**src/rtl/axis_dm_cmd_splitter_if.sv**
```systemverilog
// AXI-Stream style valid/ready/data bundle shared by the command and status paths.
interface axis_dm_cmd_splitter_if #(
  parameter int unsigned DATA_W = 8
) ();
  logic              tvalid;
  logic              tready;
  logic [DATA_W-1:0] tdata;

  modport master (output tvalid, output tdata, input tready);
  modport slave  (input tvalid, input tdata, output tready);
endinterface

```
**src/rtl/axis_dm_cmd_splitter.sv**
```systemverilog
// Splits DataMover commands at C_MAX_BTT-aligned boundaries and merges the
// per-chunk statuses back into a single upstream status word.
module axis_dm_cmd_splitter #(
  parameter int unsigned C_CMD_WIDTH = 73,
  parameter int unsigned C_STS_WIDTH = 8,
  parameter int unsigned C_MAX_BTT   = 4096
) (
  input  logic                          clk,
  input  logic                          rst_n,
  axis_dm_cmd_splitter_if.slave         s_axis_cmd,
  axis_dm_cmd_splitter_if.master        m_axis_cmd,
  axis_dm_cmd_splitter_if.slave         s_axis_sts,
  axis_dm_cmd_splitter_if.master        m_axis_sts,
  output logic                          busy,
  output logic [15:0]                   sub_count
);

  localparam int unsigned BTT_W  = 23;
  localparam int unsigned ADDR_W = 32;
  localparam int unsigned TAG_W  = 4;
  localparam int unsigned ERR_W  = 3;
  localparam int unsigned CNT_W  = 16;
  localparam int unsigned CTL_W  = 8;
  localparam int unsigned OFF_W  = $clog2(C_MAX_BTT);
  localparam logic [BTT_W-1:0] MAX_BTT = BTT_W'(C_MAX_BTT);

  typedef enum logic [1:0] {IDLE, ISSUE, WAIT_STS, REPORT} state_e;

  state_e               state_q, state_d;
  logic [ADDR_W-1:0]    addr_q, addr_d;
  logic [BTT_W-1:0]     rem_q, rem_d;
  logic [BTT_W-1:0]     chunk_q, chunk_d;
  logic [TAG_W-1:0]     tag_q, tag_d;
  logic                 eof_q, eof_d;
  logic                 pt_q, pt_d;
  logic [CTL_W-1:0]     ctl_q, ctl_d;      // {DRE, DSA[5:0], type}
  logic [ERR_W-1:0]     err_q, err_d;      // {SLVERR, DECERR, INTERR}
  logic [CNT_W-1:0]     cnt_q, cnt_d;
  logic [C_CMD_WIDTH-1:0] cmd_data_q, cmd_data_d;
  logic [C_STS_WIDTH-1:0] sts_data_q, sts_data_d;
  logic                 s_cmd_rdy_q, s_cmd_rdy_d;
  logic                 m_cmd_vld_q, m_cmd_vld_d;
  logic                 s_sts_rdy_q, s_sts_rdy_d;
  logic                 m_sts_vld_q, m_sts_vld_d;
  logic                 busy_q, busy_d;
  logic                 last_chunk_c;
  logic                 unused_bits;

  // Bytes left before the next aligned boundary, clipped to what remains.
  function automatic logic [BTT_W-1:0] chunk_of(input logic [OFF_W-1:0] off,
                                                input logic [BTT_W-1:0] rem);
    logic [BTT_W-1:0] space;
    space = MAX_BTT - BTT_W'(off);
    return (rem < space) ? rem : space;
  endfunction

  // Reserved command bits and the incoming OKAY bit carry no information here.
  assign unused_bits = ^{s_axis_cmd.tdata[71:68], s_axis_sts.tdata[7]};

  assign s_axis_cmd.tready = s_cmd_rdy_q;
  assign m_axis_cmd.tvalid = m_cmd_vld_q;
  assign m_axis_cmd.tdata  = cmd_data_q;
  assign s_axis_sts.tready = s_sts_rdy_q;
  assign m_axis_sts.tvalid = m_sts_vld_q;
  assign m_axis_sts.tdata  = sts_data_q;
  assign busy              = busy_q;
  assign sub_count         = cnt_q;

  // State and datapath registers.
  always_ff @(posedge clk or negedge rst_n) begin
    if (!rst_n) begin
      state_q     <= IDLE;
      addr_q      <= '0;
      rem_q       <= '0;
      chunk_q     <= '0;
      tag_q       <= '0;
      eof_q       <= 1'b0;
      pt_q        <= 1'b0;
      ctl_q       <= '0;
      err_q       <= '0;
      cnt_q       <= '0;
      cmd_data_q  <= '0;
      sts_data_q  <= '0;
      s_cmd_rdy_q <= 1'b0;
      m_cmd_vld_q <= 1'b0;
      s_sts_rdy_q <= 1'b0;
      m_sts_vld_q <= 1'b0;
      busy_q      <= 1'b0;
    end else begin
      state_q     <= state_d;
      addr_q      <= addr_d;
      rem_q       <= rem_d;
      chunk_q     <= chunk_d;
      tag_q       <= tag_d;
      eof_q       <= eof_d;
      pt_q        <= pt_d;
      ctl_q       <= ctl_d;
      err_q       <= err_d;
      cnt_q       <= cnt_d;
      cmd_data_q  <= cmd_data_d;
      sts_data_q  <= sts_data_d;
      s_cmd_rdy_q <= s_cmd_rdy_d;
      m_cmd_vld_q <= m_cmd_vld_d;
      s_sts_rdy_q <= s_sts_rdy_d;
      m_sts_vld_q <= m_sts_vld_d;
      busy_q      <= busy_d;
    end
  end

  // Next-state, datapath updates and registered handshake outputs.
  always_comb begin
    state_d      = state_q;
    addr_d       = addr_q;
    rem_d        = rem_q;
    chunk_d      = chunk_q;
    tag_d        = tag_q;
    eof_d        = eof_q;
    pt_d         = pt_q;
    ctl_d        = ctl_q;
    err_d        = err_q;
    cnt_d        = cnt_q;
    cmd_data_d   = cmd_data_q;
    sts_data_d   = sts_data_q;
    last_chunk_c = 1'b0;

    case (state_q)
      IDLE: begin
        if (s_cmd_rdy_q && s_axis_cmd.tvalid) begin
          addr_d = s_axis_cmd.tdata[63:32];
          rem_d  = s_axis_cmd.tdata[22:0];
          tag_d  = s_axis_cmd.tdata[67:64];
          eof_d  = s_axis_cmd.tdata[30];
          pt_d   = s_axis_cmd.tdata[72];
          ctl_d  = {s_axis_cmd.tdata[31], s_axis_cmd.tdata[29:23]};
          err_d  = '0;
          cnt_d  = '0;
          if (s_axis_cmd.tdata[22:0] == '0) begin
            err_d   = ERR_W'(3'b001);
            state_d = REPORT;
          end else begin
            state_d = ISSUE;
          end
        end
      end
      ISSUE: begin
        if (m_cmd_vld_q && m_axis_cmd.tready) begin
          addr_d  = addr_q + ADDR_W'(chunk_q);
          rem_d   = rem_q - chunk_q;
          cnt_d   = (cnt_q == '1) ? cnt_q : cnt_q + CNT_W'(1);
          state_d = WAIT_STS;
        end
      end
      WAIT_STS: begin
        if (s_sts_rdy_q && s_axis_sts.tvalid) begin
          err_d = err_q | s_axis_sts.tdata[6:4]
                | {2'b00, (s_axis_sts.tdata[3:0] != tag_q)};
          if ((err_d != '0) || (rem_q == '0)) state_d = REPORT;
          else                                state_d = ISSUE;
        end
      end
      REPORT: begin
        if (m_sts_vld_q && m_axis_sts.tready) state_d = IDLE;
      end
      default: state_d = IDLE;
    endcase

    // Sub-command is built once on entry to ISSUE so it stays stable under backpressure.
    if ((state_d == ISSUE) && (state_q != ISSUE)) begin
      chunk_d      = chunk_of(addr_d[OFF_W-1:0], rem_d);
      last_chunk_c = (chunk_d == rem_d);
      cmd_data_d   = C_CMD_WIDTH'({pt_d, 4'h0, tag_d, addr_d, ctl_d[7],
                                   last_chunk_c & eof_d, ctl_d[6:0], chunk_d});
    end

    // Merged status is captured on entry to REPORT.
    if ((state_d == REPORT) && (state_q != REPORT)) begin
      sts_data_d = C_STS_WIDTH'({~|err_d, err_d, tag_d});
    end

    s_cmd_rdy_d = (state_d == IDLE);
    m_cmd_vld_d = (state_d == ISSUE);
    s_sts_rdy_d = (state_d == WAIT_STS);
    m_sts_vld_d = (state_d == REPORT);
    busy_d      = (state_d != IDLE);
  end

endmodule

```
**src/flat_wrapper.sv**
```systemverilog
// flat-port wrapper written by rule: the top's interface ports become plain ports
module axis_dm_cmd_splitter_flat 
#(
  parameter int unsigned C_CMD_WIDTH = 73,
  parameter int unsigned C_STS_WIDTH = 8,
  parameter int unsigned C_MAX_BTT   = 4096
)
  (clk, rst_n, busy, sub_count, s_axis_cmd_tvalid, s_axis_cmd_tdata, s_axis_cmd_tready, m_axis_cmd_tvalid, m_axis_cmd_tdata, m_axis_cmd_tready, s_axis_sts_tvalid, s_axis_sts_tdata, s_axis_sts_tready, m_axis_sts_tvalid, m_axis_sts_tdata, m_axis_sts_tready);
  axis_dm_cmd_splitter_if #(.DATA_W(73)) s_axis_cmd_i ();
  axis_dm_cmd_splitter_if #(.DATA_W(73)) m_axis_cmd_i ();
  axis_dm_cmd_splitter_if #(.DATA_W(8)) s_axis_sts_i ();
  axis_dm_cmd_splitter_if #(.DATA_W(8)) m_axis_sts_i ();
  input  logic clk;
  input  logic rst_n;
  output logic busy;
  output logic [15:0] sub_count;
  input wire logic [$bits(s_axis_cmd_i.tvalid)-1:0] s_axis_cmd_tvalid;
  input wire logic [$bits(s_axis_cmd_i.tdata)-1:0] s_axis_cmd_tdata;
  output wire logic [$bits(s_axis_cmd_i.tready)-1:0] s_axis_cmd_tready;
  output wire logic [$bits(m_axis_cmd_i.tvalid)-1:0] m_axis_cmd_tvalid;
  output wire logic [$bits(m_axis_cmd_i.tdata)-1:0] m_axis_cmd_tdata;
  input wire logic [$bits(m_axis_cmd_i.tready)-1:0] m_axis_cmd_tready;
  input wire logic [$bits(s_axis_sts_i.tvalid)-1:0] s_axis_sts_tvalid;
  input wire logic [$bits(s_axis_sts_i.tdata)-1:0] s_axis_sts_tdata;
  output wire logic [$bits(s_axis_sts_i.tready)-1:0] s_axis_sts_tready;
  output wire logic [$bits(m_axis_sts_i.tvalid)-1:0] m_axis_sts_tvalid;
  output wire logic [$bits(m_axis_sts_i.tdata)-1:0] m_axis_sts_tdata;
  input wire logic [$bits(m_axis_sts_i.tready)-1:0] m_axis_sts_tready;
  assign s_axis_cmd_i.tvalid = s_axis_cmd_tvalid;
  assign s_axis_cmd_i.tdata = s_axis_cmd_tdata;
  assign s_axis_cmd_tready = s_axis_cmd_i.tready;
  assign m_axis_cmd_tvalid = m_axis_cmd_i.tvalid;
  assign m_axis_cmd_tdata = m_axis_cmd_i.tdata;
  assign m_axis_cmd_i.tready = m_axis_cmd_tready;
  assign s_axis_sts_i.tvalid = s_axis_sts_tvalid;
  assign s_axis_sts_i.tdata = s_axis_sts_tdata;
  assign s_axis_sts_tready = s_axis_sts_i.tready;
  assign m_axis_sts_tvalid = m_axis_sts_i.tvalid;
  assign m_axis_sts_tdata = m_axis_sts_i.tdata;
  assign m_axis_sts_i.tready = m_axis_sts_tready;
  axis_dm_cmd_splitter #(.C_CMD_WIDTH(C_CMD_WIDTH), .C_STS_WIDTH(C_STS_WIDTH), .C_MAX_BTT(C_MAX_BTT)) u_core (.clk(clk), .rst_n(rst_n), .s_axis_cmd(s_axis_cmd_i), .m_axis_cmd(m_axis_cmd_i), .s_axis_sts(s_axis_sts_i), .m_axis_sts(m_axis_sts_i), .busy(busy), .sub_count(sub_count));
endmodule
```
**config.mk**
```make
export PLATFORM = sky130hd
export DESIGN_NAME = axis_dm_cmd_splitter_flat
export DESIGN_NICKNAME = d
export VERILOG_FILES = /design/src/rtl/axis_dm_cmd_splitter_if.sv /design/src/rtl/axis_dm_cmd_splitter.sv /design/src/flat_wrapper.sv
export SDC_FILE = /design/constraint.sdc
export NUM_CORES = 1
export LEC_CHECK = 0
export CELL_PAD_IN_SITES_DETAIL_PLACEMENT = 1
export CELL_PAD_IN_SITES_GLOBAL_PLACEMENT = 2
export CORE_ASPECT_RATIO = 1.25
export CORE_MARGIN = 1.5
export CORE_UTILIZATION = 35
export CTS_CLUSTER_DIAMETER = 50
export DETAILED_ROUTE_END_ITERATION = 10
export GPL_TIMING_DRIVEN = 0
export PLACE_DENSITY_LB_ADDON = 0.1
export SLEW_MARGIN = 20
export SYNTH_ARGS = -nofsm -noshare
export SYNTH_HDL_FRONTEND = slang
export SYNTH_SLANG_ARGS = --single-unit
```
**constraint.sdc**
```tcl
create_clock -name clk -period 14.36 [get_ports clk]
set_input_delay 2.872 -clock clk [delete_from_list [all_inputs] [get_ports clk]]
set_output_delay 2.872 -clock clk [all_outputs]
set_load 0.02 [all_outputs]
```
# Yosys cells after proc, flatten, opt, wreduce, memory -nomap -nowiden
# Cells that the tools add are included.
# word_totals
reg_bits	195
latchBits	0
ram_bits	0
mem_bits_ro	0
input_bits	87
word_cells	86
mem_count	0
# op_classes
add_sub_neg	4
n_mul	0
div	0
n_lt_le_gt_ge	1
n_eq_ne	14
n_shift	0
muxes	30
bitwise	3
reduce_logical	17
# ops
op	n
23-bit two-way mux	3
32-bit two-way mux	2
32-bit case mux with 2 select lines	1
16-bit two-way mux	3
23-bit logical NOT	2
23-bit case mux with 2 select lines	1
32-bit by 23-bit adder with 32-bit output	1
16-bit case mux with 2 select lines	1
23-bit equality test	1
23-bit < comparator	1
23-bit subtractor	1
16-bit by 1-bit adder with 16-bit output (second input constant)	1
16-bit equality test (second input constant)	1
8-bit two-way mux	2
13-bit by 12-bit subtractor with 14-bit output (first input constant)	1
2-bit two-way mux	6
2-bit equality test (second input constant)	4
4-bit two-way mux	2
2-bit case mux with 4 select lines	1
1-bit logical AND	6
3-bit two-way mux	2
2-bit by 1-bit inequality test with 1-bit output (second input constant)	3
3-bit case mux with 2 select lines	1
1-bit two-way mux	5
other kinds (13)	17

# Longest topological paths before layout
# logic_depth
word_depth	9
mapped_depth	24

# Worst setup path before layout
# Ideal clock, no wire load.
# synth_path
path_kind	in2reg
start	input s_axis_cmd_tvalid
end	register u_core.chunk_q[3]
t_arrival_ps	6822
path_slack_ps	7406
cell_stages	23
n_path_buf	4
path_cell_list	and4bb_1 > buf_6 > nor2_4 > clkbuf_1 > clkbuf_1 > a21boi_0 > ha_1 > inv_1 > nor3_4 > nor3b_4 > nand2_1 > xnor2_1 > ha_1 > a21o_1 > a21o_1 > a211oi_1 > o31ai_1 > a31oi_1 > nand4_1 > or2_1 > buf_2 > o21ai_0 > o22ai_1
# synth_via
elab_chain_len	6
elab_cells_between_ends	12
cone_classes	add/sub (1); order compare (1); eq/ne (1); mux (7); reduce/logical (2)
# synth_lines
item	line	rtl
start: declaration	flat_wrapper.sv:17	input wire logic [$bits(s_axis_cmd_i.tvalid)-1:0] s_axis_cmd_tvalid;
1-bit logical AND (*)	axis_dm_cmd_splitter.sv:128	if (s_cmd_rdy_q && s_axis_cmd.tvalid) begin
32-bit two-way mux	axis_dm_cmd_splitter.sv:128	
32-bit case mux with 2 select lines	axis_dm_cmd_splitter.sv:126	case (state_q)
13-bit by 12-bit subtractor with 14-bit output	axis_dm_cmd_splitter.sv:53	space = MAX_BTT - BTT_W'(off);
23-bit < comparator	axis_dm_cmd_splitter.sv:54	return (rem < space) ? rem : space;
23-bit two-way mux	axis_dm_cmd_splitter.sv:54	
end signal: assignment	axis_dm_cmd_splitter.sv:93	chunk_q <= chunk_d;
end: declaration	axis_dm_cmd_splitter.sv:32	logic [BTT_W-1:0] chunk_q, chunk_d;
# Every way passes the cells marked *; elsewhere a longest branch is shown, timed or not.
# A chain may end at the register's enable or synchronous reset.

# Worst setup path in the final report
# layout_path
start	input s_axis_cmd_tvalid
end	register u_core.chunk_q[12]
# The elaborated chain is that of the path after synthesis.

==> impl_metrics.ini <==
[power_and_ir_drop]
switching_share = 0.474
ir_worst_vdd_mv = 0.125
leakage_uw = 0.00601
p_int_uw = 1750
switchingPower_uw = 1580
comb_power_share = 0.602
p_clk_frac = 0.150
seqPwrFrac = 0.248
power.density_mw_per_mm2 = 247

[critical_path]
rr_worst_depth = 23
crit_arrival_ps = 9280
critPathRequiredTime_ps = 14670
critical_path.top_delay_family = buffers and inverters
start_kind = input pin
rr_endpoint = u_core.chunk_q[12]
crit_buf_inv = 6
crit_slowest_cell = clkbuf_1
crit_path_end_kind = flop
cp_max_fo = 10
critical_path.max_stage_delay_ps = 800
path_depth = 24
timing.rr.start = u_core.state_q[0]
r2r_setup_slack_ps = 7850
path_class = input pin to flop
crit_chain = clkdlybuf4s50_1 -> and4bb_1 -> buf_6 -> nor2_4 -> clkbuf_1 -> clkbuf_1 -> a21boi_0 -> ha_1 -> inv_1 -> nor3_4 -> nor3b_4 -> nand2_1 -> xnor2_1 -> ha_1 -> a21o_1 -> a21o_1 -> a211oi_1 -> o31ai_1 -> a31oi_1 -> nand4_1 -> or2_1 -> buf_6 -> mux2i_1 -> a21oi_1

[timing]
fin_crit_ps = 8970
max_freq_mhz = 111
maxSlewHeadroom = 0.281
hold_ws_ps = 473
finalSetupTns_ps = 0
setup_violations = 0
finClkSkew_ps = 14.0
rsz0062_at_grt = no
final_hold_viol_count = 0
worstMarginPinSlew_ps = 1080
final_max_slew_viol_count = 0
fin_crit_sh = 0.625

[worst_hold_path]
hp-class = flop to flop
min_from = u_core.ctl_q[4]
holdPathStages = 2
worstHoldEndpoint = u_core.ctl_q[4]

[die]
fp.dieW_um = 158
start_util = 0.357
die_h_um = 197
io_pins = 189
core_area_mm2 = 0.0294
dieArea_mm2 = 0.0311
core.rowCount = 70

[grt]
grt_pass1_wl_um = 59500
antenna_found_initial = 0
grt_overflow_total = 0
grt_max_degree = 71
grtUsageTotal = 0.258
grt_pass1_vias = 10200

[yosys]
synth_edf_count = 0
synth_async_sr_flop_share = 1.00
synth_top_area_frac = 0.409
ys_seq_elements = 172
syn_inst = 1140
synthDistinctLibCells = 83
seq_area_frac_synth = 0.409
synth.avg_cell_area_um2 = 9.22
yosys_warnings = 0
synth_top_area_cell = dfrtp_1
ys.flop_type = dfrtp_1
syn_area_mm2 = 0.0105
synth_area_leaders = dfrtp_1 (41%), ha_1 (7.0%), nand2_1 (4.9%), o21ai_0 (3.8%), nor2_1 (3.1%)

[cts]
cts-buffers-inserted = 17
hold_buffers = 0
postCtsSetupRepairBufs = 0
htree_levels = 4
cts-root-buf = clkbuf_16
cts.clk_slew.worst_paths_ps = 70
cts_sinks = 172
clockBufferDepth = 2
cts_resized = 0
clkLatencyLatePin_ps = 450
tritoncts = built

[outcome]
status = finished clean

[cells_and_area]
fin_area_mm2 = 0.0135
finalNonFillerCells = 1752
final_nets = 1491
layout-drive-gt1-share = 0.0752
final_util = 0.458
syn_to_final_growth_pct = 28.3
diodes = 0

[place]
portBuffers = 179
dp_hpwl_um = 30400
place_congestion = 0.887
place_area_mm2 = 0.0129
dp_cells = 1720

[routing]
drc = 0
avgViaCountPerCell = 5.47
drt_pass1_iterations = 5
postRouteAntennaNets = 0
via_count = 9578
drtIter0Drc = 446
wire_per_inst_um = 22.2
routed_wl_um = 38900

[run]
cap_violations = 0
[per-stage QoR]
stage               setup WS, ps  power (uW)
floorplan                   7410        2140
global placement            2620        2810
detailed placement          4930        2840
CTS                         5370        3360
global route                5110        3590
finish                      5390        3330
[synthesized netlist by cell type (12+ instances only)]
master and n:
a21o_1 24, a21oi_1 58, a22oi_1 21, and2_1 12
clkbuf_1 30, dfrtp_1 172, ha_1 59, inv_1 66
mux2_2 19, mux2i_1 13, nand2_1 138, nand3_1 33
nand4_1 16, nor2_1 88, nor3_1 15, nor4_1 13
o21ai_0 79, o22ai_1 25, xnor2_1 36, xor2_1 28
[state kept, by name (all words and copies together), names as in the netlist]
signal / count
u_core.busy: 1
u_core.ctl_q: 8
u_core.tag_q: 4
u_core.sub_count: 16
u_core.m_axis_cmd.tvalid: 1
u_core.m_axis_cmd.tdata: 47
u_core.chunk_q: 22
u_core.m_axis_sts.tdata: 8
u_core.m_axis_sts.tvalid: 1
u_core.pt_q: 1
u_core.s_axis_cmd.tready: 1
u_core.s_axis_sts.tready: 1
u_core.rem_q: 23
u_core.state_q: 2
u_core.err_q: 3
u_core.eof_q: 1
u_core.addr_q: 32
[worst min-delay path, cell delays in order (launching register included)]
cell and delay (ps):
dfrtp_1 330, nand2_1 50, nand2_1 70
[worst max-delay path by stage]
stage                      start                           to  slack [ps]
6_report       s_axis_cmd_tvalid           u_core.chunk_q[12]        5390
5_1_grt        s_axis_cmd_tvalid           u_core.chunk_q[12]        5110
4_1_cts        s_axis_cmd_tvalid           u_core.chunk_q[12]        5370
3_5_place_dp   s_axis_cmd_tvalid           u_core.chunk_q[12]        4930
3_3_place_gp               rst_n  u_core.m_axis_cmd.tdata[36]        2620
2_1_floorplan  s_axis_cmd_tvalid            u_core.chunk_q[3]        7410
[final cells by class]
cell class | instances | area [um2]
fillers | 3417 | 15900
multi-input cells | 853 | 5700
flip-flops and latches | 172 | 4300
repair buffers | 181 | 1850
well taps | 396 | 495
clock buffers | 18 | 439
plain buffers | 52 | 275
inverters | 66 | 248
clock inverters | 14 | 175
[power by group through the flow]
stage                     registers, uW  logic, uW  clock network (uW)
final                               828       2010                 499
after global routing                853       2210                 523
after CTS                           829       2020                 507
after detailed placement            837       2000                   0
after global placement              832       1980                   0
after floorplan                     892       1250                   0
[layer usage]
metal | track usage | wire length, um | up-vias
li1 | - | - | 4523
met1 | 0.310 | 16100 | 4727
met2 | 0.456 | 19900 | 255
met3 | 0.0347 | 1430 | 73
met4 | 0.114 | 1510 | 0
met5 | 0 | 0 | -
[placed cells by master, fill, tap and decap left out, types with 9 or more instances in the layout]
master           instances
a31oi_1                  9
o22ai_1                 25
inv_1                   66
nor3_1                  15
dfrtp_1                172
nor2_1                  88
and2_1                  12
o211ai_1                10
and3_1                  10
clkdlybuf4s50_1        178
mux2i_1                 13
xnor2_1                 36
mux2_2                  19
a22oi_1                 21
nand2_1                138
clkbuf_1                30
nand4_1                 16
xor2_1                  28
a21oi_1                 58
nand3_1                 33
a21o_1                  24
ha_1                    59
o21ai_0                 79
nor4_1                  13
clkbuf_16               17
[logic make-up (layout without fill, tap and decap cells)]
logic type,Yosys count,in the layout,share of synthesized area
muxes,33,33,0.0341
adders and majority gates,61,61,0.0740
other,1,4,0.000357
buffers and inverters,118,331,0.0497
DFF,172,172,0.409
and+or+nand+nor,370,370,0.172
xor gates and xnor gates,64,64,0.0533
AOI/OAI and AO/OA,321,321,0.207
Power figures use the tool's default switching activity.
